==> src/rtl/cpu_sram_arbiter.sv <==
// Arbitrates one SRAM-like memory port between instruction fetch and data access.
// One transaction in flight; round-robin grant, data side wins ties after reset.
module cpu_sram_arbiter (
  input  logic        clk,
  input  logic        reset,
  input  logic        inst_req,
  input  logic [31:0] inst_addr,
  output logic        inst_addr_ok,
  output logic        inst_data_ok,
  output logic [31:0] inst_rdata,
  input  logic        data_req,
  input  logic        data_wr,
  input  logic [1:0]  data_size,
  input  logic [3:0]  data_wstrb,
  input  logic [31:0] data_addr,
  input  logic [31:0] data_wdata,
  output logic        data_addr_ok,
  output logic        data_data_ok,
  output logic [31:0] data_rdata,
  output logic        m_req,
  output logic        m_wr,
  output logic [1:0]  m_size,
  output logic [3:0]  m_wstrb,
  output logic [31:0] m_addr,
  output logic [31:0] m_wdata,
  input  logic        m_addr_ok,
  input  logic        m_data_ok,
  input  logic [31:0] m_rdata
);

  typedef enum logic [1:0] {IDLE, ADDR, RESP} state_e;

  state_e state_q, state_d;
  logic   owner_q, owner_d;  // 1 = data side owns the transaction
  logic   last_q, last_d;

  always_ff @(posedge clk) begin
    if (reset) begin
      state_q <= IDLE;
      owner_q <= 1'b0;
      last_q  <= 1'b0;
    end else begin
      state_q <= state_d;
      owner_q <= owner_d;
      last_q  <= last_d;
    end
  end

  always_comb begin
    state_d      = state_q;
    owner_d      = owner_q;
    last_d       = last_q;
    m_req        = 1'b0;
    m_wr         = 1'b0;
    m_size       = 2'd0;
    m_wstrb      = 4'd0;
    m_addr       = 32'd0;
    m_wdata      = 32'd0;
    inst_addr_ok = 1'b0;
    inst_data_ok = 1'b0;
    data_addr_ok = 1'b0;
    data_data_ok = 1'b0;
    inst_rdata   = m_rdata;
    data_rdata   = m_rdata;

    case (state_q)
      IDLE: begin
        if (inst_req || data_req) begin
          state_d = ADDR;
          // On a tie the side that did not own the last transaction wins.
          owner_d = data_req & (~inst_req | ~last_q);
        end
      end
      ADDR: begin
        m_req = 1'b1;
        if (owner_q) begin
          m_wr    = data_wr;
          m_size  = data_size;
          m_wstrb = data_wstrb;
          m_addr  = data_addr;
          m_wdata = data_wdata;
        end else begin
          m_size  = 2'd2;
          m_addr  = inst_addr;
        end
        if (m_addr_ok) begin
          inst_addr_ok = ~owner_q;
          data_addr_ok = owner_q;
          state_d      = RESP;
        end
      end
      RESP: begin
        if (m_data_ok) begin
          inst_data_ok = ~owner_q;
          data_data_ok = owner_q;
          last_d       = owner_q;
          state_d      = IDLE;
        end
      end
      default: state_d = IDLE;
    endcase
  end

endmodule

==> config.mk <==
export PLATFORM = sky130hd
export DESIGN_NAME = cpu_sram_arbiter
export DESIGN_NICKNAME = d
export VERILOG_FILES = /design/src/rtl/cpu_sram_arbiter.sv
export SDC_FILE = /design/constraint.sdc
export NUM_CORES = 1
export LEC_CHECK = 0
export ABC_AREA = 1
export BUFFER_PORTS_ARGS = -buffer_cell sky130_fd_sc_hd__buf_2
export CORE_AREA = 2 2 109 111
export CTS_BUF_LIST = sky130_fd_sc_hd__clkbuf_16
export CTS_CLUSTER_SIZE = 28
export DETAILED_ROUTE_END_ITERATION = 6
export DIE_AREA = 0 0 111 113
export GPL_TIMING_DRIVEN = 0
export SYNTH_ARGS = -nofsm -noshare
export SYNTH_HDL_FRONTEND = slang
export SYNTH_SLANG_ARGS = --single-unit
==> constraint.sdc <==
create_clock -name clk -period 1.1 [get_ports clk]
set_input_delay 0.165 -clock clk [delete_from_list [all_inputs] [get_ports clk]]
set_output_delay 0.165 -clock clk [all_outputs]
set_load 0.02 [all_outputs]
==> flow_metrics.py <==
metrics = {
    "outcome": {
        "outcome": "finished with violations",
        "failed_checks": "negative setup slack",
    },
    "yosys": {
        "synth_top_family_by_area": "buffers and inverters",
        "synth_simple_gate_area_share_pct": 39.5,
        "syn_nets": 434,
        "netlist_area_um2": 1570,
        "synth.avg_cell_area_um2": 5.36,
        "synth-seq-cells": 4,
        "seq_area_frac_synth_pct": 5.10,
        "synth_xor_area_share_pct": 0,
        "synth_compound_gate_area_share_pct": 11.2,
        "ys_types": 13,
        "synthMuxAreaShare_pct": 0,
        "synth-adder-area-share_pct": 0,
        "yosysWarnings": 0,
        "synthCells": 293,
    },
    "route": {
        "routed_wirelength_mm": 8.47,
        "vias": 2689,
        "drt_first_pass_iters": 4,
        "ant_nets": 0,
        "post_drt_wl_per_cell_um": 12.0,
        "drt_iter0_markers": 67,
        "drc_errors": 0,
        "vias_per_cell": 3.81,
    },
    "sta": {
        "hold_viol": 0,
        "period_needed_ps": 1470,
        "setup_slack_ps": -372,
        "clock_skew_ps": 0.367,
        "worst_slew_pin_slew_ps": 200,
        "rsz0062_at_grt": "yes",
        "finalSetupViolCount": 77,
        "timing.setup.tns_ps": -23170,
        "post-route-period-util_pct": 134,
        "finalMaxSlewViolations": 0,
        "slew_headroom_pct": 86.6,
        "fmax_mhz": 679,
    },
    "power_and_ir_drop": {
        "power_density_nw_per_um2": 696,
        "power.leakage_nw": 2.18,
        "ir_worst_vdd_v": 0.000574,
    },
    "grt": {
        "antenna_found_initial": 0,
        "grt_overflow_total": 0,
        "grt_util_met2_pct": 20.7,
        "grt_pass1_vias": 2313,
        "top_usage_layer": "met2",
        "gr-usage-met3_pct": 2.04,
        "grtUsageMet1_pct": 12.6,
        "grt_pass1_wl_mm": 11.2,
        "grtUsageTotal_pct": 10.8,
        "grt_max_degree": 11,
    },
    "die": {
        "die_h_um": 113,
        "die_x_um": 111,
        "core_area_um2": 11300,
        "die-area_um2": 12500,
        "rows": 39,
        "start_util_pct": 13.9,
        "pin_count": 281,
    },
    "finish": {
        "drive_above_1_share_pct": 83.5,
        "diodes": 0,
        "fillers": 1186,
        "final_common_cell": "buf_2",
        "utilization_pct": 36.8,
        "area_growth_pct": 164,
        "nNetsFinal": 705,
        "final_cell_mix": "buf_2, buf_4, nand2_1, buf_6, a21oi_2",
    },
    "hold_path": {
        "hp-class": "in -> reg",
    },
    "placed_design": {
        "dp_slack_ps": -197,
        "dpl.hpwl_mm": 6.12,
        "gp_congestion": 0.825,
        "port_buffers": 248,
    },
    "cts": {
        "cts_sinks": 4,
        "htree_levels": 1,
        "cts_made_buffers": 3,
        "clock_latency_ps": 230,
        "cts_tree": "yes",
        "cts_root_buf": "clkbuf_16",
        "clk_pin_slew_ps": 30,
        "clockBufferDepth": 2,
    },
    "setup_path": {
        "cp_slowest_cell": "dfxtp_2",
        "path_cells": "buf_12 > buf_12 > buf_8 > nand2_2 > nor2_2 > buf_6",
        "crit_arrival_ps": 1310,
        "crit_top_cell": "buf_12",
        "cp_data_required_time_ps": 940,
        "worstSetupPathType": "reg -> out",
        "crit_path_start_kind": "flop",
        "cpPeakStageDelay_ps": 330,
        "crit_fanout": 8,
        "end_kind": "output port",
    },
    "job": {
        "drv_cap": 0,
    },
}
-- per-stage QoR --
step | cell area, um2 | cells | total power [mW] | hold slack [ps]
after global routing | 4150 | 705 | 3.05 | 157
final | 4150 | 705 | 2.89 | 152
after CTS | 3750 | 699 | 2.68 | 144
after detailed placement | 3170 | 684 | 1.80 | 389
after global placement | 3170 | 684 | 1.79 | 387
after floorplan | 1750 | 293 | 1.24 | 234
-- synthesized netlist by cell type --
cell type | count | area share (%)
nor2_1 | 45 | 11
inv_1 | 9 | 2.2
buf_6 | 10 | 7.2
buf_2 | 3 | 0.96
nor3_2 | 1 | 0.64
inv_8 | 1 | 0.72
nand2_1 | 112 | 27
a21oi_1 | 35 | 11
buf_4 | 69 | 33
inv_2 | 1 | 0.24
nand2_4 | 1 | 0.72
nand3_1 | 2 | 0.64
dfxtp_1 | 4 | 5.1
-- timing repair --
item / 4_1_cts / 5_1_grt
gates cloned: 2 / 3
hold endpoints to repair: 0 / 0
hold buffers: 0 / 0
resized for setup: 128 / 91
setup endpoints to repair: 76 / 79
pin swaps: 16 / 32
setup buffers: 11 / 4
-- where the power goes --
part,internal [mW],total (mW),switching [mW],leakage [nW]
Combinational,1.01,2.13,1.13,2.11
Clock,0.465,0.575,0.110,0.0370
Sequential,0.157,0.179,0.0220,0.0345
Total,1.63,2.89,1.26,2.18
-- sequential cells by signal, indices dropped and copies added, names as in the netlist --
register	count
last_q	1
state_q	2
owner_q	1
-- logic make-up (layout without fill, tap and decap cells) --
logic type / Yosys count / in the layout
simple gates: 161 / 162
buf+inv: 93 / 361
compound gates: 35 / 35
flops: 4 / 4
-- per-layer routing --
layer	up-vias	wire length (um)
li1	1371	-
met1	1184	3250
met2	130	4530
met3	4	630
met4	0	57
met5	-	0
-- worst paths after layout --
kind | start | slack, ps | cells after the start | to
setup reg to reg | owner_q$_SDFFE_PP0P_ | -150 | 7 | owner_q$_SDFFE_PP0P_
setup / recovery | owner_q$_SDFFE_PP0P_ | -370 | 6 | m_wdata[19]
hold reg to reg | last_q$_SDFFE_PP0P_ | 520 | 4 | last_q$_SDFFE_PP0P_
hold / removal | reset | 150 | 2 | state_q[1]$_SDFFE_PP0P_
-- final cells by class --
class	instances	area (um2)	share of cell area, %
Timing Repair Buffer	266	1770	42.7
Multi-Input combinational cell	197	1260	30.5
Buffer	81	702	16.9
Tap cell	143	179	4.31
Sequential cell	4	88.8	2.14
Clock buffer	3	75.1	1.81
Inverter	11	66.3	1.60
-- critical path, delay by kind of cell (launching register included) --
kind          cells  cell delay, ps
buf+inv           4             570
flops             1             330
simple gates      2             190
(Power assumes the default switching activity.)
